## src/rtl/multicycle_controller.sv

```systemverilog
// ---------------------------------------------------------------------------
// multicycle_controller
// Moore-style control FSM for a multicycle MIPS-subset datapath
// (lw, sw, R-type add/sub/and/or/slt, beq, addi, j). One instruction is
// walked through FETCH/DECODE and its execution states. Memory accesses
// stretch while mem_ready is low.
//
// Ports
//   clk         in   rising-edge clock
//   rst_n       in   asynchronous active-low reset
//   opcode      in   [5:0] instruction[31:26]
//   funct       in   [5:0] instruction[5:0]
//   zero        in   ALU zero flag, used in BRANCH
//   mem_ready   in   memory access completes in the cycle it is 1
//   iord, memwrite, irwrite, regdst, memtoreg, regwrite, alusrca
//               out  datapath controls
//   alusrcb     out  [1:0] 00 regB, 01 const 4, 10 signimm, 11 signimm<<2
//   pcsrc       out  [1:0] 00 ALU result, 01 ALUOut, 10 jump target
//   alucontrol  out  [2:0] 010 add, 110 sub, 000 and, 001 or, 111 slt
//   pcen        out  PC write enable
//   instr_done  out  pulse in the last cycle of each instruction
//   illegal     out  pulse when DECODE sees an unsupported opcode
//   state       out  [3:0] current state (debug)
// ---------------------------------------------------------------------------
module multicycle_controller (
    input  logic       clk,
    input  logic       rst_n,
    input  logic [5:0] opcode,
    input  logic [5:0] funct,
    input  logic       zero,
    input  logic       mem_ready,
    output logic       iord,
    output logic       memwrite,
    output logic       irwrite,
    output logic       regdst,
    output logic       memtoreg,
    output logic       regwrite,
    output logic       alusrca,
    output logic [1:0] alusrcb,
    output logic [1:0] pcsrc,
    output logic [2:0] alucontrol,
    output logic       pcen,
    output logic       instr_done,
    output logic       illegal,
    output logic [3:0] state
);

    localparam logic [5:0] OP_RTYPE = 6'b000000;
    localparam logic [5:0] OP_LW    = 6'b100011;
    localparam logic [5:0] OP_SW    = 6'b101011;
    localparam logic [5:0] OP_BEQ   = 6'b000100;
    localparam logic [5:0] OP_ADDI  = 6'b001000;
    localparam logic [5:0] OP_J     = 6'b000010;

    typedef enum logic [3:0] {
        FETCH   = 4'd0,
        DECODE  = 4'd1,
        MEMADR  = 4'd2,
        MEMRD   = 4'd3,
        MEMWB   = 4'd4,
        MEMWR   = 4'd5,
        EXECUTE = 4'd6,
        ALUWB   = 4'd7,
        BRANCH  = 4'd8,
        ADDIEX  = 4'd9,
        ADDIWB  = 4'd10,
        JUMP    = 4'd11
    } state_t;

    state_t     r_state;
    state_t     w_next_state;

    logic       w_iord;
    logic       w_memwrite;
    logic       w_irwrite;
    logic       w_regdst;
    logic       w_memtoreg;
    logic       w_regwrite;
    logic       w_alusrca;
    logic [1:0] w_alusrcb;
    logic [1:0] w_pcsrc;
    logic [1:0] w_aluop;
    logic       w_pcwrite;
    logic       w_branch;
    logic       w_done;
    logic       w_illegal;

    // True for every opcode DECODE knows how to dispatch.
    function automatic logic is_supported(input logic [5:0] op);
        logic ok;
        case (op)
            OP_RTYPE, OP_LW, OP_SW, OP_BEQ, OP_ADDI, OP_J: ok = 1'b1;
            default:                                       ok = 1'b0;
        endcase
        return ok;
    endfunction

    // ALU decoder: aluop selects add / sub / funct-driven operation.
    function automatic logic [2:0] alu_decode(input logic [1:0] aluop,
                                              input logic [5:0] fn);
        logic [2:0] ctl;
        case (aluop)
            2'b01: ctl = 3'b110;
            2'b10: begin
                case (fn)
                    6'b100000: ctl = 3'b010;
                    6'b100010: ctl = 3'b110;
                    6'b100100: ctl = 3'b000;
                    6'b100101: ctl = 3'b001;
                    6'b101010: ctl = 3'b111;
                    default:   ctl = 3'b000;
                endcase
            end
            default: ctl = 3'b010;
        endcase
        return ctl;
    endfunction

    // State register; reset drops straight to FETCH without waiting for clk.
    always_ff @(posedge clk or negedge rst_n) begin
        if (!rst_n) begin
            r_state <= FETCH;
        end else begin
            r_state <= w_next_state;
        end
    end

    // Next-state logic; unused encodings fall back to FETCH.
    always_comb begin
        w_next_state = FETCH;
        case (r_state)
            FETCH: begin
                if (mem_ready) w_next_state = DECODE;
                else           w_next_state = FETCH;
            end
            DECODE: begin
                case (opcode)
                    OP_LW, OP_SW: w_next_state = MEMADR;
                    OP_RTYPE:     w_next_state = EXECUTE;
                    OP_BEQ:       w_next_state = BRANCH;
                    OP_ADDI:      w_next_state = ADDIEX;
                    OP_J:         w_next_state = JUMP;
                    default:      w_next_state = FETCH;
                endcase
            end
            MEMADR: begin
                if (opcode == OP_SW) w_next_state = MEMWR;
                else                 w_next_state = MEMRD;
            end
            MEMRD: begin
                if (mem_ready) w_next_state = MEMWB;
                else           w_next_state = MEMRD;
            end
            MEMWR: begin
                if (mem_ready) w_next_state = FETCH;
                else           w_next_state = MEMWR;
            end
            EXECUTE: w_next_state = ALUWB;
            ADDIEX:  w_next_state = ADDIWB;
            MEMWB, ALUWB, ADDIWB, BRANCH, JUMP: w_next_state = FETCH;
            default: w_next_state = FETCH;
        endcase
    end

    // Per-state control decode; anything not set stays 0.
    always_comb begin
        w_iord     = 1'b0;
        w_memwrite = 1'b0;
        w_irwrite  = 1'b0;
        w_regdst   = 1'b0;
        w_memtoreg = 1'b0;
        w_regwrite = 1'b0;
        w_alusrca  = 1'b0;
        w_alusrcb  = 2'b00;
        w_pcsrc    = 2'b00;
        w_aluop    = 2'b00;
        w_pcwrite  = 1'b0;
        w_branch   = 1'b0;
        w_done     = 1'b0;
        w_illegal  = 1'b0;
        case (r_state)
            FETCH: begin
                w_irwrite = 1'b1;
                w_alusrcb = 2'b01;
                w_pcwrite = 1'b1;
            end
            DECODE: begin
                w_alusrcb = 2'b11;
                if (!is_supported(opcode)) begin
                    w_illegal = 1'b1;
                    w_done    = 1'b1;
                end else begin
                    w_illegal = 1'b0;
                    w_done    = 1'b0;
                end
            end
            MEMADR, ADDIEX: begin
                w_alusrca = 1'b1;
                w_alusrcb = 2'b10;
            end
            MEMRD: w_iord = 1'b1;
            MEMWB: begin
                w_memtoreg = 1'b1;
                w_regwrite = 1'b1;
                w_done     = 1'b1;
            end
            MEMWR: begin
                // Held for every wait cycle; the instruction ends with the handshake.
                w_iord     = 1'b1;
                w_memwrite = 1'b1;
                w_done     = mem_ready;
            end
            EXECUTE: begin
                w_alusrca = 1'b1;
                w_aluop   = 2'b10;
            end
            ALUWB: begin
                w_regdst   = 1'b1;
                w_regwrite = 1'b1;
                w_done     = 1'b1;
            end
            BRANCH: begin
                w_alusrca = 1'b1;
                w_aluop   = 2'b01;
                w_pcsrc   = 2'b01;
                w_branch  = 1'b1;
                w_done    = 1'b1;
            end
            ADDIWB: begin
                w_regwrite = 1'b1;
                w_done     = 1'b1;
            end
            JUMP: begin
                w_pcsrc   = 2'b10;
                w_pcwrite = 1'b1;
                w_done    = 1'b1;
            end
            default: begin
                w_done = 1'b0;
            end
        endcase
    end

    // Write strobes are gated by rst_n so nothing commits while reset is held.
    // The FETCH PC increment and IR load only happen once memory delivers.
    assign pcen       = rst_n & ((w_pcwrite & ((r_state != FETCH) | mem_ready))
                                 | (w_branch & zero));
    assign irwrite    = rst_n & w_irwrite & mem_ready;
    assign regwrite   = rst_n & w_regwrite;
    assign memwrite   = rst_n & w_memwrite;
    assign instr_done = rst_n & w_done;
    assign illegal    = rst_n & w_illegal;

    assign iord       = w_iord;
    assign regdst     = w_regdst;
    assign memtoreg   = w_memtoreg;
    assign alusrca    = w_alusrca;
    assign alusrcb    = w_alusrcb;
    assign pcsrc      = w_pcsrc;
    assign alucontrol = alu_decode(w_aluop, funct);
    assign state      = r_state;

endmodule

```

## config.mk

```make
export PLATFORM = sky130hd
export DESIGN_NAME = multicycle_controller
export DESIGN_NICKNAME = d
export VERILOG_FILES = /design/src/rtl/multicycle_controller.sv
export SDC_FILE = /design/constraint.sdc
export NUM_CORES = 1
export LEC_CHECK = 0
export BUFFER_PORTS_ARGS = -buffer_cell sky130_fd_sc_hd__clkbuf_2
export CAP_MARGIN = 30
export CORE_MARGIN = 1.5
export CORE_UTILIZATION = 30
export CTS_CLUSTER_SIZE = 28
export DETAILED_ROUTE_END_ITERATION = 6
export HOLD_SLACK_MARGIN = 0.03
export SYNTH_ARGS = -nofsm -noshare
export SYNTH_HDL_FRONTEND = slang
export SYNTH_SLANG_ARGS = --single-unit
export TNS_END_PERCENT = 100
```

## constraint.sdc

```tcl
create_clock -name clk -period 2.25 [get_ports clk]
set_input_delay 0.45 -clock clk [delete_from_list [all_inputs] [get_ports clk]]
set_output_delay 0.45 -clock clk [all_outputs]
set_load 0.005 [all_outputs]
```

==> flow_summary.ini, run 1 <==
[global_route]
grt_most_used_layer = met2
grt_pass1_vias = 799
overflow = 0
grt_max_degree = 21
grtUsageTotal_pct = 15.25
met3_usage_pct = 2.571
antenna_found_initial = 0
grt_pass1_wl_um = 3291
globalRouteMet2Util_pct = 26.46
use_met1_pct = 18.48

[critical_path]
r2r_setup_slack_ns = 0.78
startpoint = state[2]$_DFF_PN0_
critPathCapture = alucontrol[2]
worstPathRequired_ns = 1.80
cp_max_fo = 3
rr_endpoint = state[1]$_DFF_PN0_
crit_path_end_kind = output pin
start_kind = flop
worstSetupPathType = flop to output pin
cp.arrival_ns = 1.76
rr_worst_depth = 5
r2r_start = state[1]$_DFF_PN0_

[sta]
post-route-min-period_ns = 2.213
fin_ws_ns = 0.03665
fmax_mhz = 451.8
hold_ws_ns = 0.05984
rsz0062_at_grt = true
maxSlewHeadroom_pct = 75.25
layout_worst_path_cycle_share_pct = 98.37
fin_skew_ns = 0.0008793
setup_viol = 0
slew_violations = 0
worstMarginPinSlew_ns = 0.3678
hold_violations = 0

[clock_tree]
cts_buffers = 3
clock-sinks = 4
hold_buffers = 0
root_buffer = clkbuf_4
cts_tree = yes
htreeDepth = 1
cts_buffer_depth = 2
clock_latency_ns = 0.22
path_clk_slew_ns = 0.03

[finish]
fin_cells = 171
syn2layout_area_growth_pct = 36.19
antennaDiodeCount = 0
nets = 164
largest_reg_flops = 4
drive_above_1_share_pct = 43.36

[yosys]
yosys_warnings = 0
ys_seq_elements = 4
avgSynthCellArea_um2 = 7.082
syn_nets = 122
synth_cells = 103
synth.area.top_cells = dfrtp_1 14%, nor3_1 6.2%, buf_6 6.2%
synth_seq_area_share_pct = 13.72
netlist_area_um2 = 729.5
yosys.area.top_type = dfrtp_1
yosys.area.top_type_share_pct = 13.72
synthDistinctLibCells = 35

[place]
place_inst = 165
io_buffers = 36
pre_cts_ws_ns = 0.1577
detailed_place_hpwl_um = 1607
gp_congestion = 0.8214

[drt]
final_antenna_net_count = 0
drc_errors = 0
routed_wl_um = 2071
wl_per_cell_um = 12.11
vias = 883
drt-initial-drc-count = 9
drtPass1Iterations = 4
via_per_inst = 5.164

[power_and_ir_drop]
vdd_drop_max_mv = 0.3291
leakage_nw = 0.4658
powerDensity_nw_per_um2 = 720.8
p_total_mw = 0.7161

[die]
core-area_um2 = 2255
start_util_pct = 32.35
die-area_um2 = 2736
ios = 37
fp.dieH_um = 52.31
rows = 17
die_w_um = 52.31

[status]
status = completed

[flow_run]
cap_violations = 0

[worst_hold_path]
hold_path.class = input pin to asynchronous set/reset pin
## metal layers
layer	up-vias	wire (µm)	share of wire (%)
met1	391	889	43
met2	31	1042	50
li1	459	-	-
met5	-	0	0
met3	2	124	6.0
met4	0	15	0.72
## worst min path at each step
stage / startpoint / endpoint / slack (ns) / cells after the start
after floorplan: rst_n / state[0]$_DFF_PN0_ / 0.15 / 0
after global placement: rst_n / state[1]$_DFF_PN0_ / 0.30 / 1
after detailed placement: rst_n / state[1]$_DFF_PN0_ / 0.30 / 1
after CTS: rst_n / state[3]$_DFF_PN0_ / 0.06 / 1
after global routing: rst_n / state[0]$_DFF_PN0_ / 0.06 / 1
final: rst_n / state[0]$_DFF_PN0_ / 0.06 / 1
## stage by stage
step	area (µm²)	utilization [%]	TNS [ns]
6_report	993.5	44.06	0
3_3_place_gp	917.1	40.68	0
2_1_floorplan	729.5	-	0
3_5_place_dp	917.1	40.68	0
5_1_grt	993.5	44.06	-0.07070
4_1_cts	955.9	42.40	0
## critical path, cell delays in order, from the launching register on
cell and delay, ns:
dfrtp_1 0.37, nand2b_4 0.14, or3_4 0.36, ha_4 0.17
and3b_2 0.21, a31oi_1 0.13, nor2b_1 0.06, clkbuf_2 0.10
## power breakdown
part / internal [mW] / switching (mW)
Sequential: 0.0967 / 0.0321
Clock: 0.0593 / 0.0232
Combinational: 0.226 / 0.279
## kinds of logic (layout without fill, tap and decap cells)
| logic type | after synthesis | after routing | synth area share (%) |
|---|---|---|---|
| compound gates | 25 | 25 | 21.95 |
| flops | 4 | 4 | 13.72 |
| simple gates | 54 | 54 | 40.99 |
| fa+ha+maj | 3 | 3 | 5.146 |
| mux | 3 | 3 | 4.117 |
| xor+xnor | 3 | 3 | 3.603 |
| buf+inv | 11 | 51 | 10.46 |
## cells in the final DEF (no fill, tap or decap), types with 2 or more instances in the layout
cell       n
clkbuf_2  35
nand4_1    2
nand2b_1   5
nor2_1     7
mux2i_1    3
clkbuf_4   3
buf_4      7
a21oi_1    7
nand3_1    6
a31oi_1    3
o21ai_1    4
nor3_1     9
dfrtp_2    3
nor2b_1    2
nand2_1    9
ha_1       2
xor2_1     3
inv_2      4
o21ai_0    3
and3_1     3
o21a_1     2
nand3b_1   2
## synth_stat cells
| library cell | n |
|---|---|
| and3b_1 | 1 |
| nor2b_1 | 2 |
| o2111ai_1 | 1 |
| o221ai_1 | 1 |
| a31oi_1 | 3 |
| nor4bb_1 | 1 |
| dfrtp_1 | 4 |
| nor3_1 | 9 |
| buf_6 | 4 |
| o22ai_1 | 1 |
| o21ai_1 | 4 |
| nand4_1 | 2 |
| o21a_1 | 2 |
| o21ai_0 | 3 |
| ha_1 | 3 |
| o211ai_2 | 1 |
| a21oi_1 | 7 |
| nor2_4 | 1 |
| buf_2 | 1 |
| nand2_1 | 9 |
| xor2_1 | 3 |
| nand3b_1 | 2 |
| and3_1 | 3 |
| inv_1 | 2 |
| inv_2 | 3 |
| or3_4 | 1 |
| nor2_1 | 7 |
| nor4_1 | 1 |
| buf_4 | 1 |
| nand3_1 | 7 |
| mux2i_1 | 3 |
| a21boi_1 | 1 |
| nand2b_1 | 6 |
| a211oi_2 | 1 |
| and2b_1 | 2 |
## timing repair
item	in CTS	in global routing
pin swaps	1	0
setup endpoints to repair	3	3
resized for setup	5	6
hold endpoints to repair	0	0
setup buffers	0	3
## area by class of cell
class | instances | area, µm²
fillers | 251 | 1261
well taps | 28 | 35.03
flip-flops and latches | 4 | 103.9
clock buffers | 3 | 22.52
inverters | 5 | 18.77
multi-input cells | 88 | 580.6
repair buffers | 43 | 232.7
Note: power is estimated with default switching activity, not from simulation.
==> inputs of run 2 (changes only) <==
Settings changed: SETUP_SLACK_MARGIN from default to 0.3.
==> run 2 against run 1 <==
The flow now finishes with violations (negative setup slack). Cell area is 12% higher. Maximum frequency shrank 2.1%. Via count rose by 3.7%. Register-to-register slack lost 0.05 ns. Critical path type unchanged. Critical path depth is the same. Largest power group unchanged. Die area unchanged.
==> flow_summary.ini, run 2 (same netlist as run 1, synthesis figures left out) <==
[place]
placed_area_um2 = 952.2
place_inst = 167
gp_congestion = 0.8725
io_buffers = 36
detailed_place_hpwl_um = 1621

[sta]
slew_violations = 0
hold_violations = 0
layout_worst_path_cycle_share_pct = 100.5
setup_viol = 1
fin_ws_ns = -0.01162
maxSlewHeadroom_pct = 75.21
fmax_mhz = 442.2
worstMarginPinSlew_ns = 0.3685
fin_skew_ns = 0.006660
post-route-min-period_ns = 2.262
rsz0062_at_grt = true

[drt]
drtPass1Iterations = 4
drc_errors = 0
final_antenna_net_count = 0
via_per_inst = 5.117
routed_wl_um = 2224
drt-initial-drc-count = 22
wl_per_cell_um = 12.42
vias = 916

[power_and_ir_drop]
powerDensity_nw_per_um2 = 708.5
seqPwrFrac_pct = 15.7
vdd_drop_max_mv = 0.2990
pwr-share-comb_pct = 73.0
p_switching_mw = 0.3695
p_clk_share_pct = 11.3
leakage_nw = 0.5266
swShare_pct = 46.68
intPower_mw = 0.4221
p_total_mw = 0.7916

[critical_path]
slowest_delay_ns = 0.39
cp.depth = 7
worstPathRequired_ns = 1.80
start_kind = flop
critPathBufInv = 1
cp_max_fo = 3
crit_family = simple AND/OR/NAND/NOR gates
cp.arrival_ns = 1.81
rr_worst_depth = 8
worstPathCellList = nand2b_4 -> or3_4 -> ha_4 -> and3b_1 -> a31oi_1 -> nor2b_1 -> clkbuf_2
crit_path_end_kind = output pin
slowest_stage = dfrtp_1
worstSetupPathType = flop to output pin

[global_route]
grt_pass1_wl_um = 3546
grt_max_degree = 21
grtUsageTotal_pct = 17.25
antenna_found_initial = 0
grt_pass1_vias = 845
overflow = 0

[clock_tree]
cts_buffers = 3
hold_buffers = 0
clock_latency_ns = 0.24
clock-sinks = 4
cts_tree = yes
cts_buffer_depth = 2
htreeDepth = 1
root_buffer = clkbuf_4
path_clk_slew_ns = 0.04

[worst_hold_path]
hold_path.class = input pin to asynchronous set/reset pin

[die]
fp.dieH_um = 52.31
die-area_um2 = 2736
core-area_um2 = 2255
ios = 37
start_util_pct = 32.35
die_w_um = 52.31
rows = 17

[finish]
antennaDiodeCount = 0
final_area_um2 = 1117
nets = 172
largest_reg_flops = 4
fin_cells = 179
fillers = 230
syn2layout_area_growth_pct = 53.17
final_cell_mix = 30 x clkbuf_2, 10 x buf_4, 8 x nand2_1
final_common_cell = clkbuf_2
seqCellArea_um2 = 102.6
multi_input_area_um2 = 623.1
drive_above_1_share_pct = 50.33

[flow_run]
cap_violations = 0

[status]
status = finished with violations
violations = negative setup slack
run 2: cell types whose count changed in the layout (fill, tap and decap cells not counted), moves of 3 or more:
cell	before	now
clkbuf_2	35	30
nor3_2	0	3
buf_4	7	10
buf_6	0	4
buf_2	1	6
nor3_1	9	6
run 2: worst register-to-register path: stages, from the launching register on:
cell	delay, ns
dfrtp_2	0.43
buf_6	0.13
buf_6	0.11
buf_8	0.13
nor2_4	0.16
buf_4	0.15
and3_1	0.17
o21ai_1	0.08
nand4_1	0.10
run 2: final timing paths:
path | endpoint | slack, ns | startpoint
setup / recovery | alucontrol[2] | -0.01 | state[2]$_DFF_PN0_
hold / removal | state[2]$_DFF_PN0_ | 0.05 | rst_n
setup reg to reg | state[1]$_DFF_PN0_ | 0.73 | state[3]$_DFF_PN0_
hold reg to reg | state[0]$_DFF_PN0_ | 0.65 | state[3]$_DFF_PN0_
max in group asynchronous | state[3]$_DFF_PN0_ | 1.99 | rst_n
min in group clk | state[3]$_DFF_PN0_ | 0.56 | opcode[4]
run 2: per-layer routing:
layer,wire length [µm],global-route usage (%)
met2,1226,33.75
met3,89,2.286
met4,0,6.410
met5,0,0
met1,909,18.24
run 2: final cells by class:
class	count	area share, %
repair buffers	51	28.22
flip-flops and latches	4	9.183
clock buffers	3	2.016
inverters	5	1.680
well taps	28	3.136
multi-input cells	88	55.77
run 2: repair_timing:
| item | CTS | global route |
|---|---|---|
| gates cloned | 0 | 0 |
| gates resized for setup | 10 | 16 |
| setup buffers | 4 | 5 |
| pin swaps | 6 | 4 |
| setup endpoints to repair | 7 | 13 |
run 2: stage by stage:
step | util (%) | hold slack (ns) | worst slack [ns] | setup TNS (ns)
CTS | 46.34 | 0.04907 | -0.005455 | -0.005455
global placement | 42.23 | 0.2999 | 0.2921 | 0
detailed placement | 42.23 | 0.2985 | 0.1909 | 0
global route | 49.56 | 0.06597 | -0.06182 | -0.09653
finish | 49.56 | 0.05483 | -0.01162 | -0.01162
floorplan | - | 0.1544 | 0.2481 | 0
run 2: power by group through the flow:
| stage | Combinational [mW] | Clock [mW] | Sequential, mW |
|---|---|---|---|
| after global routing | 0.634 | 0.0979 | 0.128 |
| final | 0.578 | 0.0897 | 0.124 |
| after detailed placement | 0.492 | 0 | 0.121 |
| after CTS | 0.528 | 0.0941 | 0.122 |
| after floorplan | 0.331 | 0 | 0.118 |
| after global placement | 0.492 | 0 | 0.120 |
==> inputs of run 3 (changes only) <==
Settings changed: CTS_BUF_LIST from default to sky130_fd_sc_hd__clkbuf_8.
==> run 3 against run 2 <==
The flow now finishes without violations. Clock power rose by 65%. Sequential power barely moved. Via count rose by 0.66%. Non-clock buffer count did not move. Utilization fell by 0.39 points. Sequential cell count did not move. Critical path type unchanged.
==> flow_summary.ini, run 3 (same netlist as run 1, synthesis figures left out) <==
[critical_path]
worstPathCellList = nand2b_4 -> or3_4 -> ha_4 -> and3b_1 -> a31oi_1 -> nor2b_1 -> clkbuf_2
r2r_setup_slack_ns = 0.74
critPathBufInv = 1
r2r_start = state[0]$_DFF_PN0_
worstSetupPathType = flop to output pin
slowest_stage = dfrtp_1
crit_family = simple AND/OR/NAND/NOR gates
cp_max_fo = 3
startpoint = state[2]$_DFF_PN0_
slowest_delay_ns = 0.39
crit_path_end_kind = output pin
start_kind = flop
cp.arrival_ns = 1.79
worstPathRequired_ns = 1.80

[power_and_ir_drop]
intPower_mw = 0.5144
leakage_nw = 0.5260
powerDensity_nw_per_um2 = 794.7
p_switching_mw = 0.3665
vdd_drop_max_mv = 0.3336
swShare_pct = 41.61
seqPwrFrac_pct = 14.0
pwr-share-comb_pct = 69.2
p_total_mw = 0.8810
p_clk_share_pct = 16.8

[global_route]
grt_pass1_vias = 827
grt_max_degree = 21
grt_pass1_wl_um = 3360
antenna_found_initial = 0
overflow = 0
grtUsageTotal_pct = 16.12

[clock_tree]
htreeDepth = 1
cts_buffers = 3
cts_buffer_depth = 2
clock-sinks = 4
clock_latency_ns = 0.21
path_clk_slew_ns = 0.03
cts_tree = yes
hold_buffers = 0
root_buffer = clkbuf_8

[die]
fp.dieH_um = 52.31
core-area_um2 = 2255
ios = 37
die_w_um = 52.31
rows = 17
start_util_pct = 32.35
die-area_um2 = 2736

[finish]
fin_cells = 179
syn2layout_area_growth_pct = 51.97
antennaDiodeCount = 0
nets = 172
final_common_cell = clkbuf_2
fillers = 235
seqCellArea_um2 = 102.6
largest_reg_flops = 4
multi_input_area_um2 = 603.1
drive_above_1_share_pct = 48.34
final_cell_mix = 32 x clkbuf_2, 11 x buf_4, 8 x nand2_1
fin_util_pct = 49.17

[sta]
layout_worst_path_cycle_share_pct = 99.42
worstMarginPinSlew_ns = 0.3657
maxSlewHeadroom_pct = 75.40
slew_violations = 0
hold_violations = 0
post-route-min-period_ns = 2.237
final.setup.tns_ns = 0
fin_skew_ns = 0.003540
fmax_mhz = 447.0
setup_viol = 0
rsz0062_at_grt = true
fin_ws_ns = 0.01302

[place]
io_buffers = 36
detailed_place_hpwl_um = 1621
gp_congestion = 0.8725
pre_cts_ws_ns = 0.1909
place_inst = 167

[drt]
vias = 922
drc_errors = 0
wl_per_cell_um = 11.58
via_per_inst = 5.151
drt-initial-drc-count = 13
drtPass1Iterations = 4
routed_wl_um = 2072
final_antenna_net_count = 0

[worst_hold_path]
hold_path.class = input pin to asynchronous set/reset pin

[flow_run]
cap_violations = 0

[status]
status = completed
[run 3: through the flow]
stage	hold WS, ns	area, µm²
6_report	0.07120	1109
5_1_grt	0.09062	1109
4_1_cts	0.07340	1015
3_5_place_dp	0.2985	952.2
3_3_place_gp	0.2999	952.2
2_1_floorplan	0.1544	749.5
[run 3: final timing paths]
check,to,cells after the start
min in group clk,state[3]$_DFF_PN0_,4
max,alucontrol[2],7
min reg2reg,state[0]$_DFF_PN0_,2
max in group asynchronous,state[3]$_DFF_PN0_,1
max reg2reg,state[1]$_DFF_PN0_,6
min,state[2]$_DFF_PN0_,1
[run 3: repair_timing]
item / CTS / global route
setup buffers: 1 / 8
endpoints found under the setup margin: 6 / 10
pin swaps: 1 / 4
resized for setup: 4 / 14
[run 3: area by class of cell]
| cell class | count | share of cell area, % |
|---|---|---|
| Inverter | 5 | 1.693 |
| Multi-Input combinational cell | 88 | 54.40 |
| Clock buffer | 3 | 3.725 |
| Tap cell | 28 | 3.160 |
| Sequential cell | 4 | 9.255 |
| Timing Repair Buffer | 51 | 27.77 |
[run 3: power groups by stage]
stage,logic [mW],registers [mW],clock network [mW]
2_1_floorplan,0.331,0.118,0
3_3_place_gp,0.492,0.120,0
3_5_place_dp,0.492,0.121,0
4_1_cts,0.504,0.122,0.151
5_1_grt,0.671,0.127,0.156
6_report,0.610,0.124,0.148
[run 3: per-layer routing]
layer	wire length, µm	track usage (%)
met1	870	18.07
met2	1100	30.00
met3	93	3.143
met4	8	5.128
met5	0	0
